--- config.mk ---
export PLATFORM = sky130hd
export DESIGN_NAME = keypad_scanner
export DESIGN_NICKNAME = d
export VERILOG_FILES = /design/src/rtl/keypad_scanner.sv
export SDC_FILE = /design/constraint.sdc
export NUM_CORES = 1
export LEC_CHECK = 0
export ABC_AREA = 1
export CAP_MARGIN = 20
export CELL_PAD_IN_SITES_DETAIL_PLACEMENT = 0
export CELL_PAD_IN_SITES_GLOBAL_PLACEMENT = 1
export CORE_MARGIN = 2
export CORE_UTILIZATION = 29
export CTS_BUF_LIST = sky130_fd_sc_hd__clkbuf_2 sky130_fd_sc_hd__clkbuf_4 sky130_fd_sc_hd__clkbuf_8
export CTS_CLUSTER_SIZE = 16
export DETAILED_ROUTE_END_ITERATION = 8
export PLACE_DENSITY = 0.52
export SLEW_MARGIN = 20
export SYNTH_ARGS = -nofsm -noshare
export SYNTH_HDL_FRONTEND = slang
export SYNTH_SLANG_ARGS = --single-unit
--- constraint.sdc ---
create_clock -name CLK -period 2.2 [get_ports CLK]
set_input_delay 0.22 -clock CLK [delete_from_list [all_inputs] [get_ports CLK]]
set_output_delay 0.22 -clock CLK [all_outputs]
set_load 0.03 [all_outputs]
--- src/rtl/keypad_scanner.sv ---
// keypad_scanner
//   Scans a 4x4 passive matrix keypad by driving one column low at a time,
//   samples the pulled-up rows through a 2-flop synchronizer, and debounces
//   every key independently into a registered 16-bit pressed-key bitmap.
//
// Ports
//   CLK          system clock, all logic on its rising edge
//   RST          synchronous reset, active-high
//   column_pins  column drive, active-low, exactly one bit low at all times
//   row_pins     row sense, pulled up externally, 0 = key pressed in driven column
//   keypad_read  debounced bitmap, bit (4*col + row) = 1 while the key is held
//
// Parameters
//   SCAN_DWELL      cycles each column stays driven (>= 4); rows are sampled
//                   on the last dwell cycle
//   DEBOUNCE_SCANS  consecutive differing full-frame samples needed before a
//                   key's output bit changes (>= 1)
module keypad_scanner #(
   parameter int SCAN_DWELL     = 1024,
   parameter int DEBOUNCE_SCANS = 4
) (
   input  logic        CLK,
   input  logic        RST,
   output logic [3:0]  column_pins,
   input  logic [3:0]  row_pins,
   output logic [15:0] keypad_read
);

   localparam int DW = $clog2(SCAN_DWELL);
   localparam int CW = $clog2(DEBOUNCE_SCANS + 1);
   localparam logic [DW-1:0] DWELL_LAST = DW'(SCAN_DWELL - 1);
   localparam logic [CW-1:0] DB_LAST    = CW'(DEBOUNCE_SCANS - 1);

   logic [3:0]    sync1_reg;
   logic [3:0]    sync2_reg;
   logic [DW-1:0] dwell_reg;
   logic [1:0]    col_reg;
   // Only columns 0..2 need storage: column 3's rows feed the debouncers
   // directly on the frame-complete edge.
   logic [11:0]   raw_reg;

   logic          sample_now;
   logic          frame_done;
   logic [3:0]    rows_pressed;
   logic [15:0]   frame_raw;

   assign sample_now   = (dwell_reg == DWELL_LAST);
   assign frame_done   = sample_now && (col_reg == 2'd3);
   assign rows_pressed = ~sync2_reg;
   assign frame_raw    = {rows_pressed, raw_reg};

   // Scan sequencer, synchronizer and raw frame capture
   always_ff @(posedge CLK) begin
      if (RST) begin
         sync1_reg   <= 4'b1111;
         sync2_reg   <= 4'b1111;
         dwell_reg   <= '0;
         col_reg     <= 2'd0;
         raw_reg     <= '0;
         column_pins <= 4'b1110;
      end else begin
         sync1_reg <= row_pins;
         sync2_reg <= sync1_reg;
         if (sample_now) begin
            dwell_reg   <= '0;
            col_reg     <= col_reg + 2'd1;
            // Rotating the low bit keeps column_pins = ~(1 << col) and
            // moves the drive on the same edge the rows are captured.
            column_pins <= {column_pins[2:0], column_pins[3]};
            case (col_reg)
               2'd0:    raw_reg[3:0]  <= rows_pressed;
               2'd1:    raw_reg[7:4]  <= rows_pressed;
               2'd2:    raw_reg[11:8] <= rows_pressed;
               default: ;
            endcase
         end else begin
            dwell_reg <= dwell_reg + 1'b1;
         end
      end
   end

   // Per-key debounce, evaluated once per completed frame
   genvar gi;
   generate
      for (gi = 0; gi < 16; gi++) begin : g_key
         logic          key_reg;
         logic [CW-1:0] cnt_reg;

         always_ff @(posedge CLK) begin
            if (RST) begin
               key_reg <= 1'b0;
               cnt_reg <= '0;
            end else if (frame_done) begin
               if (frame_raw[gi] == key_reg) begin
                  // Agreement (or a bounce back) restarts the count
                  cnt_reg <= '0;
               end else if (cnt_reg == DB_LAST) begin
                  key_reg <= frame_raw[gi];
                  cnt_reg <= '0;
               end else begin
                  cnt_reg <= cnt_reg + 1'b1;
               end
            end
         end

         assign keypad_read[gi] = key_reg;
      end
   endgenerate

endmodule

Word-level counts from Yosys, hierarchy flattened:

Cells that the tools add are included.

* eq/ne operators: 36
* bitwise logic cells: 17
* reductions and logical operators: 22
* mux-type cells: 32
* add/subtract/negate cells: 18

Operators with widths (number)
* $mux 3: 32
* $add 3x1->3 const B: 16
* $eq 3x2->1 const B: 16
* $reduce_and 3->1: 16
* $eq 1x1->1: 16
* $not 1->1: 16
* $add 10x1->10 const B: 1
* $eq 10x10->1 const B: 1
* $reduce_and 2->1: 3
* $eq 2x2->1 const B: 2
* $not 4->4: 1
* $add 2x1->2 const B: 1
* $eq 2x1->1 const B: 1
* $logic_not 2->1: 1
* $reduce_or 2->1: 1
* $logic_and 1x1->1: 1

* bits in registers: 100
* output and inout port bits: 20
* bits of input ports: 6

Logic depth before layout (Yosys ltp):

Gate-level depths: netlist (run 1).

* depth in word-level cells: 4
* mapped depth: 9

Worst setup path before layout (run 1):

Ideal clock, no wire load.

* kind: register to register
* from: register dwell_reg[0]
* to: register g_key[11].cnt_reg[1]
* required time: 2072 ps
* stages on the path, launching flop included: 10
* setup time: 128 ps
* data arrival time: 1385 ps
* path buffers: 1
* slack: 688 ps
* period minus slack after synthesis: 1512 ps
* path through: dfxtp_1 > ha_1 > nand2_1 > nor2_2 > nand3_4 > nor2_4 > buf_2 > nand2_1 > o21ai_1 > nor2_1

* word-level cells in the longest chain between the ends: 2

RTL lines
* start: declaration: line 36 `logic [DW-1:0] dwell_reg;`
* start signal: assignment: line 77 `dwell_reg <= dwell_reg + 1'b1;`
* $eq 10x10->1: line 47 `assign sample_now = (dwell_reg == DWELL_LAST);`
* $logic_and 1x1->1: line 48 `assign frame_done = sample_now && (col_reg == 2'd3);`
* end signal: assignment: line 101 `cnt_reg <= cnt_reg + 1'b1;`
* end: declaration: line 87 `logic [CW-1:0] cnt_reg;`

No other way between the ends.
A chain may end at the register's enable or synchronous reset.

Worst setup path after layout (run 1):

* from: register dwell_reg[0]
* to: register g_key[15].key_reg

* word-level cells in the longest chain between the ends: 3

RTL lines
* $eq 10x10->1: line 47
* $logic_and 1x1->1: line 48
* $reduce_and 3->1 (no source line)
* end signal: assignment: line 98 `key_reg <= frame_raw[gi];`
* end: declaration: line 86 `logic key_reg;`

No other way between the ends.

==> run summary, run 1 <==
Cell Area, Synth: 4490 um^2
Hold Path Sink: sync1_reg[3]
TritonRoute pass-1 iters: 4
Max reg flops: 48
YS warnings: 0
Post-DP HPWL: 6070 um
CP endpoint kind: flip-flop
Grt total ovfl: 0
Final Util: 0.332
CTS Buf Count: 9
Clock latency on the worst-skew pair: 370 ps
Area contributors post-synth: dfxtp_1 45%, nor2_1 11%, nand2_1 6.8%
DP Area: 4850 um^2
Routed Antenna Nets: 0
Seq/Total Area, Yosys: 0.446
R2R Path Start: dwell_reg[0]
Commonest non-fill, non-tap cells in the layout: 137 x nor2_1, 100 x dfxtp_1, 81 x nand2_1, 56 x inv_1, 46 x o21ai_0
Setup Crit Path Kind: reg2reg
Area grow syn2layout: 11.8%
Count of hold-fix buffers inserted at cts: 0
Distinct cells, synth: 27
Syn_area_per_cell: 7.45 um^2
Worst R2R Setup Slack: 330 ps
Slowest cell on the critical path: dfxtp_1
Setup TNS Final: 0 ps
Worst reg2reg path depth: 9
Fraction of layout cells with a size suffix above 1: 0.0666
Worst slew margin: 0.593
Compound-Gate Fraction of Synth Area: 0.106
Largest net degree at the start of global routing: 72
Peak supply drop: 0.246 mV
Detailed-route wire length per cell: 11.4 um
Register bit count reported by yosys: 100
Synth Area in XOR/XNOR: 0.0351
Vias in the first global route: 3287
ANT cells: 0
Fin Clk Skew: 4.54 ps
Nets: 639
Die width: 128 um
Mux cell area share after synthesis: 0
Status: finished, final reports clean
Combinational family with the most area after synthesis: simple AND/OR/NAND/NOR gates
Simple-Gate Fraction of Synth Area: 0.258
HP Class: in2reg
Post-Syn Nets: 630
CTS tree: yes
Design area: 5020 um^2
Total power after layout: 3.01 mW
First-pass GRT wire length: 16000 um
Crit path arrival time: 2140 ps
Setup bufs post-CTS: 0
Tmin final: 1870 ps
Max cap viols: 0
Residual DRC: 0
Clk slew on worst S/H paths: 90 ps
# setup viols final: 0
Antenna violations before repair: 0
Unrepaired setup endpoints after global routing: false
GRT Util Overall: 0.123
CORE AREA: 15100 um^2
Initial Util: 0.297
Fin. Hold Viols: 0
Hold Crit Depth: 2
Max clock buf depth: 2
Most common cell on crit path: nand2_1
Max FO, Critical Path: 71
Vias: 3483
DIE AREA: 16500 um^2
Max-slew violations: 0
Most common cell after layout, fill and taps aside: nor2_1
Final wirelength: 9200 um
H-tree depth: 3
Height of the die: 128 um
Site Rows: 45
Leak: 2.10 nW
Final GP Congestion: 0.724
R2r endpoint: g_key[15].key_reg
HP Start: row_pins[3]
CTS Root Cell: clkbuf_8
Slowest stage delay, CP: 360 ps
Worst-Margin Slew: 605 ps
I/O pins: 26
Cells along the critical path: ha_1, nand2_1, nor2_2, nand3_4, nor2_4, buf_12, nand3_1, nand2_1, nor2_1
Clk sinks: 100
Worst path required time: 2470 ps
Initial drt markers: 197
Post-cts sizing count: 0
Fin crit share: 0.850
Top-area cell type share of the netlist area: 0.446
DR vias/cell: 4.33
Buffers added on ports: 25
Synth Area in Adders: 0.0585
PD cells: 599 nW/um^2
Synth Instances: 603
Leading area contributor after synthesis: dfxtp_1
FMAX: 0.535 GHz
Startpoint types: flip-flop
logic make-up (layout without fill, tap and decap cells):
family,count (synthesis),after routing
simple gates,275,275
flops,100,100
buf+inv,95,108
compound gates,94,94
fa+ha+maj,21,21
xor+xnor,18,18
power breakdown:
part	internal (mW)	switching, mW	total (mW)
clock network	0.490	0.613	1.10
registers	1.82	0.00624	1.83
logic	0.0296	0.0504	0.0800
metrics by stage:
stage               hold slack [ps]  setup WS (ps)  cells
floorplan                       324            688    603
global placement                392            393    789
detailed placement              394            306    789
CTS                             377            295    804
global route                    405            101    804
finish                          405            331    804
layer usage:
layer	track usage	vias to the layer above	part of all wire
li1	-	1900	-
met1	0.165	1538	0.53
met2	0.189	32	0.43
met3	0.0220	13	0.022
met4	0.0601	0	0.022
met5	0	-	0
cell usage after synthesis (all sizes together):
master	count
a21oi	41
a31oi	1
and2	2
buf	23
clkbuf	14
clkinv	1
dfxtp	100
ha	21
inv	57
nand2	81
nand3	22
nand3b	1
nand4	2
nor2	140
nor3	12
nor3b	4
o211ai	1
o21ai	51
or2	11
xnor2	11
xor2	7
worst max path at each step:
stage / slack (ps) / endpoint / from / cells after the start
floorplan: 690 / g_key[11].cnt_reg[1] / dwell_reg[0] / 9
global placement: 390 / g_key[5].key_reg / dwell_reg[0] / 9
detailed placement: 310 / g_key[15].key_reg / dwell_reg[0] / 9
CTS: 300 / g_key[15].key_reg / dwell_reg[0] / 9
global route: 100 / g_key[5].cnt_reg[1] / dwell_reg[0] / 9
finish: 330 / g_key[15].key_reg / dwell_reg[0] / 9
worst max-delay path: cells and delay by family, from the launching register on:
family / cells / cell delay (ps)
adder cells (fa/ha/maj): 1 / 180
buffers and inverters: 1 / 300
AND/OR/NAND/NOR: 7 / 920
flip-flops: 1 / 360
area by class of cell:
cell class / instances / area (um^2)
clock buffer: 13 / 166
clock inverter: 2 / 10.0
fill: 1595 / 10100
inverter: 58 / 218
multi-input combinational: 408 / 2060
sequential: 100 / 2000
tap: 188 / 235
timing repair buffer: 35 / 338
(Power assumes the default switching activity.)
==> inputs of run 2 (changes only) <==
Clock period 2.2 ns to 1.9 ns, I/O delays scaled along.
==> run 2 against run 1 <==
  * Core utilization up 0.40 points
  * Worst hold slack worse by 38 ps
  * Cell count up 0.37%
  * Power up 20%
  * Critical path depth unchanged
  * First-iteration DRC count down 32%
  * Clock power up 27%
==> run summary, run 2 (same netlist as run 1, synthesis figures left out) <==
Hold Crit Depth: 2 (unchanged)
Fraction of layout cells with a size suffix above 1: 0.0759 (was 0.0666)
Worst R2R Setup Slack: 210 ps (was 330 ps)
I/O pins: 26 (unchanged)
# setup viols final: 0 (unchanged)
Fin Clk Skew: 11.5 ps (was 4.54 ps)
Commonest non-fill, non-tap cells in the layout: 134 x nor2_1, 100 x dfxtp_1, 81 x nand2_1, 56 x inv_1, 46 x o21ai_0 (was 137 x nor2_1, 100 x dfxtp_1, 81 x nand2_1, 56 x inv_1, 46 x o21ai_0)
Routed Antenna Nets: 0 (unchanged)
Area grow syn2layout: 13.2% (was 11.8%)
CTS Root Cell: clkbuf_8 (unchanged)
Crit path arrival time: 1940 ps (was 2140 ps)
CORE AREA: 15100 um^2 (unchanged)
Max FO, Critical Path: 38 (was 71)
H-tree depth: 3 (unchanged)
R2r endpoint: g_key[5].cnt_reg[1] (was g_key[15].key_reg)
Clock latency on the worst-skew pair: 370 ps (about the same)
Nets: 641 (was 639)
Status: finished, final reports clean (unchanged)
CTS tree: yes (unchanged)
Unrepaired setup endpoints after global routing: false (unchanged)
DR vias/cell: 4.40 (was 4.33)
Count of hold-fix buffers inserted at cts: 0 (unchanged)
First-pass GRT wire length: 16000 um (about the same)
Fin crit share: 0.890 (was 0.850)
Post-DP HPWL: 6330 um (was 6070 um)
GRT Util Overall: 0.123 (about the same)
Max cap viols: 0 (unchanged)
Fin. Hold Viols: 0 (unchanged)
Startpoint types: flip-flop (unchanged)
Max reg flops: 48 (unchanged)
Setup TNS Final: 0 ps (unchanged)
Setup Crit Path Kind: reg2reg (unchanged)
Worst-Margin Slew: 560 ps (was 605 ps)
Peak supply drop: 0.274 mV (was 0.246 mV)
PD cells: 711 nW/um^2 (was 599 nW/um^2)
Site Rows: 45 (unchanged)
DIE AREA: 16500 um^2 (unchanged)
CTS Buf Count: 9 (unchanged)
Vias in the first global route: 3288 (was 3287)
Most common cell after layout, fill and taps aside: nor2_1 (unchanged)
Detailed-route wire length per cell: 11.7 um (was 11.4 um)
Antenna violations before repair: 0 (unchanged)
Buffers added on ports: 25 (unchanged)
CP endpoint kind: flip-flop (unchanged)
Tmin final: 1690 ps (was 1870 ps)
Clk sinks: 100 (unchanged)
Final wirelength: 9470 um (was 9200 um)
ANT cells: 0 (unchanged)
Final GP Congestion: 0.761 (was 0.724)
HP Class: in2reg (unchanged)
Max-slew violations: 0 (unchanged)
Height of the die: 128 um (unchanged)
Max clock buf depth: 2 (unchanged)
HP Start: row_pins[3] (unchanged)
R2R Path Start: dwell_reg[0] (unchanged)
Worst reg2reg path depth: 9 (unchanged)
FMAX: 0.592 GHz (was 0.535 GHz)
Die width: 128 um (unchanged)
Clk slew on worst S/H paths: 100 ps (was 90 ps)
Leak: 2.11 nW (was 2.10 nW)
Vias: 3553 (was 3483)
Initial Util: 0.297 (unchanged)
Initial drt markers: 133 (was 197)
Worst slew margin: 0.623 (was 0.593)
Residual DRC: 0 (unchanged)
Largest net degree at the start of global routing: 40 (was 72)
Hold Path Sink: sync1_reg[3] (unchanged)
TritonRoute pass-1 iters: 4 (unchanged)
Grt total ovfl: 0 (unchanged)
Worst path required time: 2150 ps (was 2470 ps)
Total power after layout: 3.62 mW (was 3.01 mW)
-- run 2: cell types whose count changed in the layout (fill, tap and decap cells not counted) --
cell	change
clkinv_2	-1
buf_4	+1
clkbuf_4	+1
nor2_1	-3
bufinv_16	+1
buf_12	+1
nor2_2	+2
nor2_4	+1
clkinvlp_4	+2
clkbuf_8	-2
-- run 2: report_power, final --
part           total (mW)  switching (mW)  internal [mW]  leakage, nW
registers            2.12         0.00782           2.11        0.808
clock network        1.40           0.752          0.653       0.0968
logic              0.0969          0.0600         0.0369         1.21
total                3.62           0.819           2.80         2.11
-- run 2: metrics by stage --
step	utilization	hold WS [ps]	setup slack [ps]	cell area (um^2)	cells
final	0.336	367	210	5080	807
after global routing	0.336	348	37.3	5080	807
after floorplan	-	294	388	4490	603
after detailed placement	0.321	393	72.3	4860	789
after CTS	0.334	342	51.4	5060	805
after global placement	0.321	392	94.5	4860	789
-- run 2: metal layers --
layer / wire length (um) / track usage
met4: 125 / 0.0459
met5: 0 / 0
met3: 219 / 0.0312
met1: 4900 / 0.162
met2: 4230 / 0.194
-- run 2: final cells by class --
cell class	count	area, um^2
fill	1607	10100
multi-input combinational	408	2070
sequential	100	2000
timing repair buffer	37	365
tap	188	235
inverter	58	218
clock buffer	12	146
clock inverter	4	50.0
-- run 2: critical path, cell delays in order, from the launching register on --
cell	delay [ps]
dfxtp_1	360
ha_1	170
nand2_1	100
nor2_4	160
nand3_4	160
nor2_4	180
buf_12	220
nand2_1	70
o21ai_1	80
nor2_1	50
-- run 2: worst max-delay path by stage --
| stage | from | to |
|---|---|---|
| after floorplan | dwell_reg[0] | g_key[11].cnt_reg[1] |
| after global placement | dwell_reg[0] | raw_reg[4] |
| after detailed placement | dwell_reg[0] | raw_reg[4] |
| after CTS | dwell_reg[0] | raw_reg[4] |
| after global routing | dwell_reg[0] | g_key[11].cnt_reg[1] |
| final | dwell_reg[0] | g_key[5].cnt_reg[1] |
-- run 2: repair_timing --
action | in CTS | in global routing
resized for setup | 0 | 4
setup endpoints to repair | 0 | 54
setup buffers | 0 | 2
==> inputs of run 3 (changes only) <==
Settings changed: CORE_UTILIZATION 29 to 49, PLACE_DENSITY 0.52 to 0.83.
Clock period 1.9 ns to 2 ns, I/O delays scaled along.
==> run 3 against run 2 <==
  * Clock power decreased by 4%
  * Sequential share of layout area up 1.0 points
  * Core utilization is 23 points higher
  * Via count shrank 0.23%
  * Register-to-register slack barely moved
  * Sequential power is 5% lower
  * First-iteration DRC count increased by 13%
  * Routed wire length decreased by 12%
  * Critical path type unchanged
  * Critical endpoint is now g_key[11].key_reg
==> run summary, run 3 (same netlist as run 1, synthesis figures left out) <==
Site Rows: 34 (was 45)
Fin crit share: 0.898 (was 0.890)
Crit path arrival time: 2060 ps (was 1940 ps)
Nets: 636 (was 641)
Initial Util: 0.510 (was 0.297)
Max reg flops: 48 (unchanged)
Setup bufs post-CTS: 0 (unchanged)
Leak: 2.10 nW (was 2.11 nW)
CTS Buf Count: 9 (unchanged)
GRT Util Overall: 0.175 (was 0.123)
Final wirelength: 8310 um (was 9470 um)
Most common cell after layout, fill and taps aside: nor2_1 (unchanged)
Setup TNS Final: 0 ps (unchanged)
R2R Path Start: dwell_reg[0] (unchanged)
TritonRoute pass-1 iters: 4 (unchanged)
Height of the die: 99.8 um (was 128 um)
Worst path required time: 2260 ps (was 2150 ps)
CTS tree: yes (unchanged)
Clock latency on the worst-skew pair: 370 ps (about the same)
Count of hold-fix buffers inserted at cts: 0 (unchanged)
Fin Clk Skew: 15.0 ps (was 11.5 ps)
Commonest non-fill, non-tap cells in the layout: 137 x nor2_1, 100 x dfxtp_1, 81 x nand2_1, 56 x inv_1, 46 x o21ai_0 (was 134 x nor2_1, 100 x dfxtp_1, 81 x nand2_1, 56 x inv_1, 46 x o21ai_0)
DR vias/cell: 4.91 (was 4.40)
Fin. Hold Viols: 0 (unchanged)
DP Area: 4750 um^2 (was 4860 um^2)
Setup Crit Path Kind: reg2reg (unchanged)
FMAX: 0.557 GHz (was 0.592 GHz)
Tmin final: 1800 ps (was 1690 ps)
Grt total ovfl: 0 (unchanged)
Die width: 99.8 um (was 128 um)
Initial drt markers: 150 (was 133)
Fraction of layout cells with a size suffix above 1: 0.0635 (was 0.0759)
CP Launch Point: dwell_reg[0] (unchanged)
Detailed-route wire length per cell: 11.5 um (was 11.7 um)
Final GP Congestion: 0.734 (was 0.761)
Vias: 3545 (was 3553)
Worst slew margin: 0.608 (was 0.623)
Routed Antenna Nets: 0 (unchanged)
H-tree depth: 3 (unchanged)
Max-slew violations: 0 (unchanged)
Buffers added on ports: 25 (unchanged)
Residual DRC: 0 (unchanged)
Max FO, Critical Path: 37 (was 38)
Vias in the first global route: 3167 (was 3288)
Area grow syn2layout: 10.3% (was 13.2%)
First-pass GRT wire length: 14100 um (was 16000 um)
CP endpoint kind: flip-flop (unchanged)
Clk slew on worst S/H paths: 110 ps (was 100 ps)
Peak supply drop: 0.469 mV (was 0.274 mV)
Clk sinks: 100 (unchanged)
HP Start: row_pins[2] (was row_pins[3])
Startpoint types: flip-flop (unchanged)
Status: finished, final reports clean (unchanged)
CORE AREA: 8810 um^2 (was 15100 um^2)
Post-DP HPWL: 5490 um (was 6330 um)
Unrepaired setup endpoints after global routing: false (unchanged)
ANT cells: 0 (unchanged)
Max clock buf depth: 2 (unchanged)
Max cap viols: 0 (unchanged)
Design area: 4960 um^2 (was 5080 um^2)
Largest net degree at the start of global routing: 40 (unchanged)
Hold Crit Depth: 2 (unchanged)
Worst-Margin Slew: 583 ps (was 560 ps)
PD cells: 694 nW/um^2 (was 711 nW/um^2)
# setup viols final: 0 (unchanged)
Antenna violations before repair: 0 (unchanged)
HP Class: in2reg (unchanged)
Post-cts sizing count: 0 (unchanged)
I/O pins: 26 (unchanged)
DIE AREA: 9950 um^2 (was 16500 um^2)
Worst reg2reg path depth: 9 (unchanged)
CTS Root Cell: clkbuf_8 (unchanged)
run 3: cell types whose count changed in the layout (fill, tap and decap cells not counted), sizes merged:
cell and change:
clkbuf -3, inv +3, buf -5
run 3: layer usage:
layer / routed length, um / GRT usage / vias up / share of wire
li1: - / - / 1904 / -
met1: 4190 / 0.219 / 1595 / 0.50
met2: 3830 / 0.296 / 44 / 0.46
met3: 256 / 0.0527 / 2 / 0.031
met4: 43 / 0.0411 / 0 / 0.0052
met5: 0 / 0 / - / 0
run 3: cell type report:
class,instances,area (um^2)
Sequential cell,100,2000
Multi-Input combinational cell,408,2060
Clock buffer,9,124
Tap cell,108,135
Clock inverter,7,82.6
Inverter,58,218
Timing Repair Buffer,32,340
Fill cell,826,3850
run 3: worst paths after layout:
check / end / slack [ps]
worst min register to register: sync2_reg[2] / 420
worst max register to register: g_key[11].key_reg / 200
worst min-delay path: sync1_reg[2] / 380
worst max-delay path: g_key[11].key_reg / 200
run 3: critical path, cell delays in order, from the launching register on:
cell and delay (ps):
dfxtp_1 370, ha_1 180, nand2_1 80, nor2_2 210, nand3_4 220, nor2_4 200
buf_12 210, nand3_1 100, nand2_1 80, nor2_1 40
run 3: power by group:
part / total [mW] / internal, mW / leakage (nW) / switching (mW)
Combinational: 0.0873 / 0.0337 / 1.19 / 0.0536
Sequential: 2.01 / 2.00 / 0.808 / 0.00734
Clock: 1.34 / 0.598 / 0.0984 / 0.743
run 3: metrics by stage:
stage | power (mW) | setup slack [ps] | hold slack (ps) | utilization | std cells
finish | 3.44 | 204 | 383 | 0.563 | 722
floorplan | 2.11 | 488 | 304 | - | 603
global placement | 2.14 | 267 | 393 | 0.540 | 706
detailed placement | 2.14 | 213 | 396 | 0.540 | 706
CTS | 3.49 | 200 | 365 | 0.563 | 722
global route | 3.58 | 23.3 | 376 | 0.563 | 722
